<file path="src/rtl/black_level_restorer_pkg.sv">
// Shared types and widths for the black-level restorer.
// Holds the FSM state enum and the saturating helper.
package black_level_restorer_pkg;

  localparam int PIX_W  = 8;
  localparam int DIFF_W = 9;

  typedef enum logic [1:0] {
    ST_IDLE    = 2'd0,
    ST_DELAY   = 2'd1,
    ST_MEASURE = 2'd2,
    ST_ACTIVE  = 2'd3
  } state_e;

  localparam logic signed [DIFF_W-1:0] S_MAX =
    DIFF_W'(127);
  localparam logic signed [DIFF_W-1:0] S_MIN =
    -DIFF_W'(128);

  function automatic logic [PIX_W-1:0] sat8(
    input logic signed [DIFF_W-1:0] d
  );
    logic [PIX_W-1:0] r;
    if (d > S_MAX) begin
      r = 8'h7F;
    end else if (d < S_MIN) begin
      r = 8'h80;
    end else begin
      r = d[PIX_W-1:0];
    end
    return r;
  endfunction

endpackage

</file>
<file path="src/rtl/black_level_restorer_if.sv">
// Video sample bus for the black-level restorer.
// master drives sync and samples, slave returns the result.
interface black_level_restorer_if;
  import black_level_restorer_pkg::*;

  logic             hsync;
  logic             pix_valid;
  logic [PIX_W-1:0] pix_in;
  logic             out_valid;
  logic [PIX_W-1:0] pix_out;
  logic [PIX_W-1:0] level;

  modport master (
    output hsync,
    output pix_valid,
    output pix_in,
    input  out_valid,
    input  pix_out,
    input  level
  );

  modport slave (
    input  hsync,
    input  pix_valid,
    input  pix_in,
    output out_valid,
    output pix_out,
    output level
  );

endinterface

</file>
<file path="src/rtl/black_level_restorer_sat_sub.sv">
// Unsigned minus unsigned, saturated to 8-bit signed.
// Purely combinational.
module sat_sub
  import black_level_restorer_pkg::*;
(
  input  logic [PIX_W-1:0] a_i,
  input  logic [PIX_W-1:0] b_i,
  output logic [PIX_W-1:0] y_o
);

  logic signed [DIFF_W-1:0] diff;

  always_comb begin
    diff = $signed({1'b0, a_i})
         - $signed({1'b0, b_i});
  end

  assign y_o = sat8(diff);

endmodule

</file>
<file path="src/rtl/black_level_restorer.sv">
// Measures the back-porch level after each hsync edge
// and subtracts it from every sample with saturation.
module black_level_restorer
  import black_level_restorer_pkg::*;
#(
  parameter int PORCH_DELAY = 8,
  parameter int MEAS_LOG2   = 4
) (
  input logic                   m_clock,
  input logic                   mreset_n,
  black_level_restorer_if.slave bus
);

  localparam int ACC_W = PIX_W + MEAS_LOG2;
  localparam int CNT_W = MEAS_LOG2 + 1;

  localparam logic [CNT_W-1:0] MEAS_N =
    CNT_W'(1 << MEAS_LOG2);
  localparam logic [8:0] PORCH =
    9'(PORCH_DELAY);

  state_e           state_q, state_d;
  logic             hs_q, hs_d;
  logic [7:0]       dly_q, dly_d;
  logic [CNT_W-1:0] mcnt_q, mcnt_d;
  logic [ACC_W-1:0] acc_q, acc_d;
  logic [PIX_W-1:0] level_q, level_d;
  logic [PIX_W-1:0] pix_out_q, pix_out_d;
  logic             out_valid_q, out_valid_d;

  logic             line_start;
  logic [8:0]       dly_nxt;
  logic [CNT_W-1:0] mcnt_nxt;
  logic [ACC_W-1:0] acc_nxt;
  logic [PIX_W-1:0] sat_y;

  assign line_start = bus.hsync & ~hs_q;
  assign dly_nxt    = {1'b0, dly_q} + 9'd1;
  assign mcnt_nxt   = mcnt_q + CNT_W'(1);
  assign acc_nxt    = acc_q + ACC_W'(bus.pix_in);

  always_comb begin
    state_d = state_q;
    hs_d    = bus.hsync;
    dly_d   = dly_q;
    mcnt_d  = mcnt_q;
    acc_d   = acc_q;
    level_d = level_q;
    if (line_start) begin
      // a zero porch skips DELAY entirely
      state_d = (PORCH == 9'd0) ? ST_MEASURE
                                : ST_DELAY;
      dly_d   = '0;
      mcnt_d  = '0;
      acc_d   = '0;
    end else if (bus.pix_valid) begin
      unique case (state_q)
        ST_IDLE: begin
        end
        ST_DELAY: begin
          dly_d = dly_nxt[7:0];
          if (dly_nxt == PORCH) begin
            state_d = ST_MEASURE;
          end
        end
        ST_MEASURE: begin
          acc_d  = acc_nxt;
          mcnt_d = mcnt_nxt;
          if (mcnt_nxt == MEAS_N) begin
            level_d = acc_nxt[ACC_W-1:MEAS_LOG2];
            state_d = ST_ACTIVE;
          end
        end
        ST_ACTIVE: begin
        end
        default: begin
        end
      endcase
    end
  end

  sat_sub u_sat (
    .a_i (bus.pix_in),
    .b_i (level_q),
    .y_o (sat_y)
  );

  always_comb begin
    out_valid_d = bus.pix_valid;
    pix_out_d   = bus.pix_valid ? sat_y
                                : pix_out_q;
  end

  always_ff @(posedge m_clock or negedge mreset_n) begin
    if (!mreset_n) begin
      state_q     <= ST_IDLE;
      hs_q        <= 1'b0;
      dly_q       <= '0;
      mcnt_q      <= '0;
      acc_q       <= '0;
      level_q     <= '0;
      pix_out_q   <= '0;
      out_valid_q <= 1'b0;
    end else begin
      state_q     <= state_d;
      hs_q        <= hs_d;
      dly_q       <= dly_d;
      mcnt_q      <= mcnt_d;
      acc_q       <= acc_d;
      level_q     <= level_d;
      pix_out_q   <= pix_out_d;
      out_valid_q <= out_valid_d;
    end
  end

  assign bus.out_valid = out_valid_q;
  assign bus.pix_out   = pix_out_q;
  assign bus.level     = level_q;

endmodule

</file>
<file path="src/flat_wrapper.sv">
// flat-port wrapper written by rule: the top's interface ports become plain ports
module black_level_restorer_flat import black_level_restorer_pkg::*;
#(
  parameter int PORCH_DELAY = 8,
  parameter int MEAS_LOG2   = 4
)
  (m_clock, mreset_n, bus_hsync, bus_pix_valid, bus_pix_in, bus_out_valid, bus_pix_out, bus_level);
  black_level_restorer_if bus_i ();
  input logic m_clock;
  input logic mreset_n;
  input wire logic [$bits(bus_i.hsync)-1:0] bus_hsync;
  input wire logic [$bits(bus_i.pix_valid)-1:0] bus_pix_valid;
  input wire logic [$bits(bus_i.pix_in)-1:0] bus_pix_in;
  output wire logic [$bits(bus_i.out_valid)-1:0] bus_out_valid;
  output wire logic [$bits(bus_i.pix_out)-1:0] bus_pix_out;
  output wire logic [$bits(bus_i.level)-1:0] bus_level;
  assign bus_i.hsync = bus_hsync;
  assign bus_i.pix_valid = bus_pix_valid;
  assign bus_i.pix_in = bus_pix_in;
  assign bus_out_valid = bus_i.out_valid;
  assign bus_pix_out = bus_i.pix_out;
  assign bus_level = bus_i.level;
  black_level_restorer #(.PORCH_DELAY(PORCH_DELAY), .MEAS_LOG2(MEAS_LOG2)) u_core (.m_clock(m_clock), .mreset_n(mreset_n), .bus(bus_i));
endmodule
</file>
<file path="config.mk">
export PLATFORM = sky130hd
export DESIGN_NAME = black_level_restorer_flat
export DESIGN_NICKNAME = d
export VERILOG_FILES = /design/src/rtl/black_level_restorer_pkg.sv /design/src/rtl/black_level_restorer_if.sv /design/src/rtl/black_level_restorer_sat_sub.sv /design/src/rtl/black_level_restorer.sv /design/src/flat_wrapper.sv
export SDC_FILE = /design/constraint.sdc
export NUM_CORES = 1
export LEC_CHECK = 0
export CORE_MARGIN = 5
export CORE_UTILIZATION = 50
export DETAILED_ROUTE_END_ITERATION = 7
export PLACE_DENSITY = 0.78
export SLEW_MARGIN = 20
export SYNTH_ARGS = -nofsm -noshare
export SYNTH_HDL_FRONTEND = slang
export SYNTH_HIERARCHICAL = 1
export SYNTH_SLANG_ARGS = --single-unit
</file>
<file path="constraint.sdc">
create_clock -name m_clock -period 2.5 [get_ports m_clock]
set_clock_uncertainty 0.15 [all_clocks]
set_input_delay 0.5 -clock m_clock [delete_from_list [all_inputs] [get_ports m_clock]]
set_output_delay 0.5 -clock m_clock [all_outputs]
set_load 0.02 [all_outputs]
</file>
# [Yosys cells after proc, flatten, opt, wreduce, memory -nomap -nowiden]
# Cells that the tools add are included.
[totals] register_bits=45 in_bits=12 output_inout_bits=17 elab_cells=47
[op_classes] add_sub_neg=4 order_cmp=2 n_eq_ne=6 mux=16 bitwise_logic=3 reduce_logical=8
[op_table] operator="8-bit 2-to-1 mux" count=5
[op_table] operator="12-bit 2-to-1 mux" count=3
[op_table] operator="5-bit 2-to-1 mux" count=3
[op_table] operator="12-bit by 8-bit adder with 12-bit output" count=1
[op_table] operator="8-bit by 1-bit adder with 9-bit output, second input constant" count=1
[op_table] operator="9-bit by 4-bit equality test with 1-bit output, second input constant" count=1
[op_table] operator="9-bit by 8-bit greater-than comparator with 1-bit output, second input constant" count=1
[op_table] operator="9-bit by 8-bit less-than comparator with 1-bit output, second input constant" count=1
[op_table] operator="8-bit by 8-bit subtractor with 9-bit output" count=1
[op_table] operator="2-bit 2-to-1 mux" count=4
[op_table] operator="4-bit AND reduction" count=2
[op_table] operator="3-bit by 1-bit inequality test with 1-bit output, second input constant" count=2
[op_table] operator="2-bit nonzero test" count=3
[op_table] operator="5-bit by 1-bit adder with 5-bit output, second input constant" count=1
[op_table] operator="5-bit equality test, second input constant" count=1
[op_table] operator="2-bit one-hot mux with 2 select lines" count=1
[op_table] operator="2-bit AND reduction" count=2
[op_table] operator="3-bit nonzero test" count=1
[op_table] operator="2-bit by 1-bit equality test with 1-bit output, second input constant" count=1
[op_table] operator="2-bit equality test, second input constant" count=1
[op_table] operator="1-bit NOT" count=2
[op_table] operator="1-bit AND" count=1

# [Longest topological paths before layout]
# Gate-level depths: netlist of run 1.
[depth] ltp_word=6 ltp_mapped=11

# [Hierarchy]
# Netlist of run 1, hierarchy kept.
[by_module_without_submodules] module="black_level_restorer" instances=1 cells_per_inst=259 area_each_um2=2503.7 seq_area_each_um2=1126.1
[by_module_without_submodules] module="sat_sub" instances=1 cells_per_inst=68 area_each_um2=499.2 seq_area_each_um2=0.0

# [Worst setup path before layout of run 1]
# No wires, ideal clock.
[synth_path] path_type="input -> register" startpoint="in bus_pix_in[0]" endpoint="reg u_core.pix_out_q[6] (netlist: u_core/bus.pix_out[6])" t_arrival_ns=2.379 path_slack_ns=-0.154 stages=10 cell_sequence="inv_1 -> ha_1 -> inv_1 -> fa_1 -> a21o_1 -> a311o_1 -> a21oi_2 -> xnor2_1 -> maj3_2 -> mux2_2"
[synth_via] elab_chain_cells=4
[synth_lines] item="start, declared" line_no="flat_wrapper.sv:13" source="input wire logic [$bits(bus_i.pix_in)-1:0] bus_pix_in;"
[synth_lines] item="8-bit by 8-bit subtractor with 9-bit output *" line_no="black_level_restorer_sat_sub.sv:15" source="- $signed({1'b0, b_i});"
[synth_lines] item="9-bit by 8-bit less-than comparator with 1-bit output" line_no="black_level_restorer_pkg.sv:26" source="end else if (d < S_MIN) begin"
[synth_lines] item="8-bit 2-to-1 mux" line_no="black_level_restorer_pkg.sv:26"
[synth_lines] item="8-bit 2-to-1 mux *" line_no="black_level_restorer_pkg.sv:24" source="if (d > S_MAX) begin"
[synth_lines] item="named net u_core.sat_y[6]" line_no="black_level_restorer.sv:35" source="logic [PIX_W-1:0] sat_y;"
[synth_lines] item="end signal, assigned" line_no="black_level_restorer.sv:111" source="pix_out_q <= pix_out_d;"
[synth_lines] item="end, declared" line_no="black_level_restorer.sv:28" source="logic [PIX_W-1:0] pix_out_q, pix_out_d;"
# Mark *: on every way through the listed nets, which the timed path passes. The rest lies on a longest branch.
# A chain may end at the register's enable or synchronous reset.

# [Final worst setup path of run 1]
[layout_path] startpoint="in bus_pix_in[1]" endpoint="reg u_core.pix_out_q[6] (netlist: u_core/bus.pix_out[6])"
# The elaborated chain is that of the path after synthesis.

==> metrics.yaml, run 1 <==
drt:
  route.detailed.drc: 0
  ant_nets: 0
  number_of_optimization_iterations_in_the_first_detailed_route_pass: 4
  detailroute.via_count: 2690
  routedWlPerCell_um: 15.0
  wl_mm: 7.31
  vias_per_cell: 5.50
  drt_first_iter_violations: 188
power:
  switching_share: 0.293
  seq_power_share: 0.491
  total_switching_power_w: 0.000482
  cellLeakagePower_nw: 1.74
  peakVddDrop_mv: 0.384
  clkPwrFrac: 0.269
  power_report.internal_total_w: 0.00116
  finalPower_w: 0.00165
  cellPowerDensity_nw_per_um2: 413
  power.share.combinational: 0.240
clock_network:
  cts_root_buffer: "clkbuf_8"
  clk_latency_ns: 0.30
  cts_bufs_inserted: 5
  holdBufCountCts: 0
  worst_setup_hold_path_clk_slew_ns: 0.09
  clock-sinks: 45
  htree_levels: 2
  clockBufferDepth: 2
  cts_tree: "done"
global_route:
  globalRoute.totalOverflow: 0
  number_of_antenna_violations_at_the_first_check_in_global_routing: 0
  grt_pass1_wl_mm: 12.2
  grt_use_total: 0.201
  first_global_vias: 2662
  pin_count_of_the_biggest_net_entering_global_routing: 25
sta:
  rsz0062_at_grt: "true"
  max_freq_mhz: 401
  hold_viol_final: 0
  finalSetupTns_ns: 0
  setup_viol_count_final: 0
  slew_viol_final: 0
  final.period_utilization: 0.997
  hold_worst_slack_ns: 0.0172
  timing.max_slew.rel_slack: 0.645
  period_minus_slack_ns: 2.49
  tightest_pin_transition_ns: 0.533
synthesis:
  synth_flop_cell: "dfrtp_1"
  netlist_instances: 327
  syn-cell-area_um2: 3000
  synth_edf_count: 0
  postSynthRegisterBits: 45
  async_flop_share: 1.00
  synth_top_family_by_area: "compound AO/OA/AOI/OAI gates"
  area_fraction_in_and_or_nand_and_nor_cells_after_synthesis: 0.185
  synth_cell_types: 56
  nets_in_the_synthesized_netlist: 361
  synth_compound_area_frac: 0.191
  synth-warning-count: 6
  seq_area_frac_synth: 0.375
  avgSynthCellArea_um2: 9.18
  synth.area.mux_share: 0.0471
  synthXorXnorAreaFrac: 0.0612
  synth-adder-area-share: 0.104
setup_path:
  criticalPathCategory: "in2reg"
  critical_path_required_ns: 2.54
  timing.critical_path.slowest_cell_delay_ns: 0.41
  critical-path-top-delay-family: "adder cells"
  crit_slowest_cell: "fa_2"
  critical_path.n_buffers_inverters: 1
  worstPathArrival_ns: 2.53
  end_kind: "register"
  largest_fanout_on_the_critical_path: 4
  worstPathCellList: "dlygate4sd2_1 > fa_2 > a21o_1 > a311o_1 > a21oi_2 > xnor2_1 > maj3_2 > mux2_4"
  cp-start-kind: "primary input"
floorplanning:
  floorplan.die_area_um2: 7660
  floorplan.rows: 28
  die_x_extent_um: 87.5
  initial_utilization: 0.510
  design.core.area_um2: 5890
  die-height_um: 87.5
  boundaryPins: 29
placement:
  dp_hpwl_mm: 5.55
  quantity_of_i_o_buffers_inserted_on_ports: 28
  routabilityCongestion: 0.926
  post_dp_cell_area_um2: 3750
run:
  max_cap_violations: 0
finish:
  layout.nets: 447
  layout_commonest_cell: "buf_4"
  antennaDiodeCount: 0
  filler_cell_count_in_the_final_layout: 462
  layout-drive-gt1-share: 0.263
  synthToLayoutAreaGrowth_pct: 32.8
  finish.instance_area_um2: 3990
  post-route-util: 0.678
  most-common-layout-cells: "59 x buf_4, 45 x dfrtp_1, 36 x nand2_1"
min_path:
  min_path_type: "in2async"
run_status:
  status: "complete, no violations"
==> Yosys cell counts (2+ instances only) <==
cell	count	area share
nand2b_1	6	0.013
a21oi_2	4	0.012
clkbuf_1	5	0.0063
or2_2	2	0.0042
a31oi_1	3	0.0063
mux2_2	9	0.034
or3_1	3	0.0063
dfrtp_1	45	0.37
a21o_1	6	0.015
a21oi_1	18	0.030
nor2_1	24	0.030
and2_1	4	0.0083
nand2_1	36	0.045
ha_1	20	0.083
buf_2	2	0.0033
a211oi_1	5	0.013
and3_1	3	0.0063
nor3_1	8	0.013
nand3_1	13	0.022
fa_1	2	0.013
o21ai_0	21	0.035
xor2_1	9	0.026
xnor2_1	12	0.035
inv_1	18	0.022
nor2b_1	4	0.0083
nand4_1	3	0.0063
o211ai_1	3	0.0075
mux2i_1	4	0.013
o21a_1	8	0.020
==> routing by layer <==
layer	global-route usage	routed length [um]	up-vias	share of wire
met1	0.249	3210	1290	0.44
met3	0.0331	293	13	0.040
met5	0	0	-	0
met2	0.362	3700	55	0.51
met4	0.0530	110	0	0.015
li1	-	-	1332	-
==> worst reg2reg max path: stages (launching register included) <==
cell     delay [ns]
dfrtp_1        0.39
ha_4           0.14
inv_2          0.03
fa_2           0.33
a21o_1         0.22
a311o_1        0.33
a21oi_2        0.14
xnor2_1        0.08
maj3_2         0.31
mux2_4         0.26
==> timing repair <==
item                                    4_1_cts  5_1_grt
buffers inserted                              2        3
pin swaps                                    11       16
resized for setup                            21       12
endpoints found under the setup margin       17       10
endpoints found under the hold margin         0        0
==> cell families after synthesis <==
family                   count (synthesis)
AND/OR/NAND/NOR                        114
AO/OA/AOI/OAI                           83
flip-flops                              45
buffers and inverters                   27
adder cells (fa/ha/maj)                 24
XOR/XNOR                                21
multiplexers                            13
==> stage by stage <==
| step | cells | setup slack (ns) |
|---|---|---|
| 2_1_floorplan | 327 | -0.0658 |
| 3_3_place_gp | 477 | -0.566 |
| 3_5_place_dp | 477 | -0.636 |
| 4_1_cts | 487 | 0.00893 |
| 5_1_grt | 489 | -0.112 |
| 6_report | 489 | 0.00690 |
==> worst paths after layout <==
kind / from / to / slack (ns) / depth (start not counted)
setup reg to reg: u_core/bus.level[0] / u_core/bus.pix_out[6] / 0.007 / 9
min in group m_clock: u_core/bus.pix_out[0] / u_core/bus.pix_out[0] / 0.37 / 1
max in group asynchronous: mreset_n / u_core/mcnt_q[3] / 1.60 / 2
hold reg to reg: u_core/bus.pix_out[0] / u_core/bus.pix_out[0] / 0.37 / 1
hold / removal: mreset_n / u_core/bus.level[3] / 0.02 / 1
setup / recovery: bus_pix_in[1] / u_core/bus.pix_out[6] / 0.007 / 8
==> state kept, by name, indices dropped and copies added (netlist names) <==
register and cells:
u_core/acc_q 12, u_core/bus.level 8, u_core/bus.out_valid 1, u_core/bus.pix_out 8, u_core/dly_q 8, u_core/hs_q 1, u_core/mcnt_q 5, u_core/state_q 2
==> power groups by stage <==
stage          clock network [W]  registers, W  logic, W
2_1_floorplan                  0      0.000845  0.000172
3_3_place_gp                   0      0.000822  0.000354
3_5_place_dp                   0      0.000825  0.000362
4_1_cts                 0.000460      0.000810  0.000375
5_1_grt                 0.000491      0.000818  0.000432
6_report                0.000443      0.000809  0.000395
==> layout make-up <==
| class | instances | area, um2 | share of cell area |
|---|---|---|---|
| repair buffers | 87 | 707 | 0.177 |
| well taps | 75 | 93.8 | 0.0235 |
| clock inverters | 2 | 10.0 | 0.00251 |
| inverters | 19 | 71.3 | 0.0179 |
| clock buffers | 6 | 72.6 | 0.0182 |
| flip-flops and latches | 45 | 1130 | 0.282 |
| multi-input cells | 255 | 1910 | 0.478 |
No activity file was read; power rests on OpenSTA's default activity.
==> run 2, diff against run 1 <==
--- a/config.mk
+++ b/config.mk
@@ -8,9 +8,9 @@
 export CORE_MARGIN = 5
 export CORE_UTILIZATION = 50
 export DETAILED_ROUTE_END_ITERATION = 7
-export PLACE_DENSITY = 0.78
+export PLACE_DENSITY = 0.79
+export REMOVE_ABC_BUFFERS = 1
 export SLEW_MARGIN = 20
 export SYNTH_ARGS = -nofsm -noshare
 export SYNTH_HDL_FRONTEND = slang
-export SYNTH_HIERARCHICAL = 1
 export SYNTH_SLANG_ARGS = --single-unit
==> run 2 against run 1 <==
  * Area after synthesis down 7.7%
  * Via count down 15%
  * Critical path type unchanged
  * Synthesized cell count down 9.5%
  * Critical endpoint is now u_core.bus.pix_out[6]
  * Sequential cell count unchanged
  * Non-clock buffer count down 29
  * Wire length down 18%
==> metrics.yaml, run 2 <==
finish:
  stdcell_count: 426  # was 489
  largest_reg_flops: 12  # unchanged
  registers.top_by_ff_count: "u_core.acc_q"  # was u_core/acc_q
  antennaDiodeCount: 0  # unchanged
  synthToLayoutAreaGrowth_pct: 24.5  # was 32.8%
  layout_commonest_cell: "dfrtp_1"  # was buf_4
  multi_input_comb_area_um2: 1560  # was 1910 um2
  layout-drive-gt1-share: 0.164  # was 0.263
  most-common-layout-cells: "45 x dfrtp_1, 30 x nor2_1, 29 x buf_4"  # was 59 x buf_4, 45 x dfrtp_1, 36 x nand2_1
  filler_cell_count_in_the_final_layout: 462  # unchanged
  layout.nets: 388  # was 447
  finish.instance_area_um2: 3450  # was 3990 um2
  sequential_cell_area_um2: 1130  # unchanged
sta:
  timing.max_slew.rel_slack: 0.620  # was 0.645
  period_minus_slack_ns: 2.37  # was 2.49 ns
  hold_viol_final: 0  # unchanged
  setup_viol_count_final: 0  # unchanged
  worst_slack_ns: 0.126  # was 0.00690 ns
  max_freq_mhz: 421  # was 401 MHz
  tightest_pin_transition_ns: 0.571  # was 0.533 ns
  slew_viol_final: 0  # unchanged
  final.period_utilization: 0.949  # was 0.997
  hold_worst_slack_ns: 0.126  # was 0.0172 ns
  rsz0062_at_grt: "false"  # was true
synthesis:
  async_flop_share: 1.00  # unchanged
  postSynthRegisterBits: 45  # unchanged
  synth_top_cells_by_area: "dfrtp_1 41%, ha_1 9.0%, xor2_1 5.1%"  # was dfrtp_1 37%, ha_1 8.3%, nand2_1 4.5%
  seq_area_frac_synth: 0.406  # was 0.375
  netlist_instances: 296  # was 327
  yosysTopAreaCell: "dfrtp_1"  # unchanged
  synth_edf_count: 0  # unchanged
  syn-cell-area_um2: 2770  # was 3000 um2
  avgSynthCellArea_um2: 9.36  # was 9.18 um2
  synth.top_cell.area_share: 0.406  # was 0.375
  synth-warning-count: 0  # was 6
  synth.top_cells.by_count: "45 x dfrtp_1, 30 x nor2_1, 29 x nand2_1, 21 x inv_1, 20 x ha_1"  # was 45 x dfrtp_1, 36 x nand2_1, 24 x nor2_1, 21 x o21ai_0, 20 x ha_1
  synth.most_common_cell: "dfrtp_1"  # unchanged
  synth_cell_types: 54  # was 56
  synth_flop_cell: "dfrtp_1"  # unchanged
placement:
  dp_hpwl_mm: 4.65  # was 5.55 mm
  detailedPlace.worstSlack_ns: -0.405  # was -0.636 ns
  post_dp_cell_area_um2: 3330  # was 3750 um2
  post-place-cells: 418  # was 477
  routabilityCongestion: 0.879  # was 0.926
  quantity_of_i_o_buffers_inserted_on_ports: 28  # unchanged
power:
  finalPower_w: 0.00155  # was 0.00165 W
  cellLeakagePower_nw: 1.57  # was 1.74 nW
  cellPowerDensity_nw_per_um2: 451  # was 413 nW/um2
  peakVddDrop_mv: 0.318  # was 0.384 mV
global_route:
  pin_count_of_the_biggest_net_entering_global_routing: 46  # was 25
  grt_pass1_wl_mm: 10.6  # was 12.2 mm
  grt_use_total: 0.180  # was 0.201
  globalRoute.totalOverflow: 0  # unchanged
  first_global_vias: 2388  # was 2662
  number_of_antenna_violations_at_the_first_check_in_global_routing: 0  # unchanged
clock_network:
  cts_bufs_inserted: 5  # unchanged
  cts_tree: "done"  # unchanged
  htree_levels: 2  # unchanged
  clock-sinks: 45  # unchanged
  clockBufferDepth: 2  # unchanged
  clk_latency_ns: 0.29  # was 0.30 ns
  cts_root_buffer: "clkbuf_8"  # unchanged
  worst_setup_hold_path_clk_slew_ns: 0.08  # was 0.09 ns
run:
  max_cap_violations: 0  # unchanged
setup_path:
  end_kind: "register"  # unchanged
  criticalPathCategory: "in2reg"  # unchanged
  worstPathArrival_ns: 2.44  # was 2.53 ns
  worstPathCellList: "clkdlybuf4s50_1 > ha_1 > a21o_1 > a211o_1 > o21a_2 > a21oi_4 > nor2_1 > o22ai_1"  # was dlygate4sd2_1 > fa_2 > a21o_1 > a311o_1 > a21oi_2 > xnor2_1 > maj3_2 > mux2_4
  cp-start-kind: "primary input"  # unchanged
  largest_fanout_on_the_critical_path: 6  # was 4
  worstReg2RegStart: "u_core.bus.level[0]"  # was u_core/bus.level[0]
  critical_path_required_ns: 2.57  # was 2.54 ns
  worst_r2r_endpoint: "u_core.bus.pix_out[0]"  # was u_core/bus.pix_out[6]
  rr_worst_depth: 10  # was 9
  timing.critical_path.slowest_cell_delay_ns: 0.46  # was 0.41 ns
  crit_slowest_cell: "clkdlybuf4s50_1"  # was fa_2
  reg2reg_setup_slack_ns: 0.32  # was 0.007 ns
drt:
  route.detailed.drc: 0  # unchanged
  wl_mm: 5.96  # was 7.31 mm
  ant_nets: 0  # unchanged
  number_of_optimization_iterations_in_the_first_detailed_route_pass: 4  # unchanged
  detailroute.via_count: 2287  # was 2690
  routedWlPerCell_um: 14.0  # was 15.0 um
  drt_first_iter_violations: 74  # was 188
  vias_per_cell: 5.37  # was 5.50
floorplanning:
  boundaryPins: 29  # unchanged
  design.core.area_um2: 5440  # was 5890 um2
  floorplan.die_area_um2: 7130  # was 7660 um2
  floorplan.rows: 27  # was 28
  initial_utilization: 0.510  # about the same
  die_x_extent_um: 84.5  # was 87.5 um
  die-height_um: 84.5  # was 87.5 um
min_path:
  min_path_type: "in2async"  # unchanged
run_status:
  status: "complete, no violations"  # unchanged
-- run 2: cell types whose count changed in the layout (fill, tap and decap cells not counted), sizes merged, moves of 7 or more --
cell,delta
nor2,+7
xor2,+7
nor3,-7
mux2,-7
nand2,-7
buf,-30
o22ai,+8
-- run 2: layout make-up --
type                    instances  area share
multi-input cells             222       0.451
flip-flops and latches         45       0.326
repair buffers                 58       0.148
well taps                      72      0.0261
clock buffers                   7      0.0250
inverters                      22      0.0239
-- run 2: routing by layer --
metal / share of wire / global-route usage / up-vias
li1: - / - / 1146
met2: 0.51 / 0.330 / 50
met5: 0 / 0 / -
met1: 0.43 / 0.212 / 1083
met4: 0.017 / 0.0504 / 0
met3: 0.040 / 0.0363 / 8
-- run 2: where the power goes --
group | switching [W] | internal [W] | leakage, nW
Clock | 0.000227 | 0.000219 | 0.0443
Sequential | 0.0000325 | 0.000766 | 0.590
Combinational | 0.000162 | 0.000148 | 0.938
Total | 0.000421 | 0.00113 | 1.57
-- run 2: cells by family after synthesis --
logic type | Yosys count | synth area share
AO/OA/AOI/OAI | 72 | 0.180
XOR/XNOR | 26 | 0.0822
adder cells (fa/ha/maj) | 22 | 0.105
AND/OR/NAND/NOR | 100 | 0.178
buffers and inverters | 29 | 0.0402
flip-flops | 45 | 0.406
multiplexers | 2 | 0.00813
-- run 2: critical path: cells and delay by family --
family / cells / cell delay [ns]
simple gates: 1 / 0.06
buf+inv: 1 / 0.46
fa+ha+maj: 1 / 0.33
compound gates: 5 / 1.08
-- run 2: what timing repair did --
action | CTS | global route
buffers inserted | 0 | 1
endpoints found under the setup margin | 11 | 14
cloned | 0 | 0
pin swaps | 4 | 7
gates resized for setup | 4 | 8
hold buffers | 0 | 0
-- run 2: worst max-delay path by stage --
stage                                  endpoint  slack [ns]  depth (start not counted)           from
after global routing        u_core.bus.level[7]       0.008                          8  bus_pix_in[2]
final                     u_core.bus.pix_out[6]        0.13                          8  bus_pix_in[4]
after detailed placement    u_core.bus.level[6]       -0.40                          9  bus_pix_in[0]
after global placement      u_core.bus.level[6]       -0.35                          9  bus_pix_in[0]
after CTS                 u_core.bus.pix_out[0]      0.0002                         12  bus_pix_in[0]
after floorplan                u_core.acc_q[10]        0.13                          8  bus_pix_in[0]
-- run 2: through the flow --
step                setup TNS, ns   util
finish                          0  0.634
floorplan                       0      -
detailed placement          -5.85  0.611
global placement            -4.76  0.611
global route                    0  0.634
CTS                             0  0.629
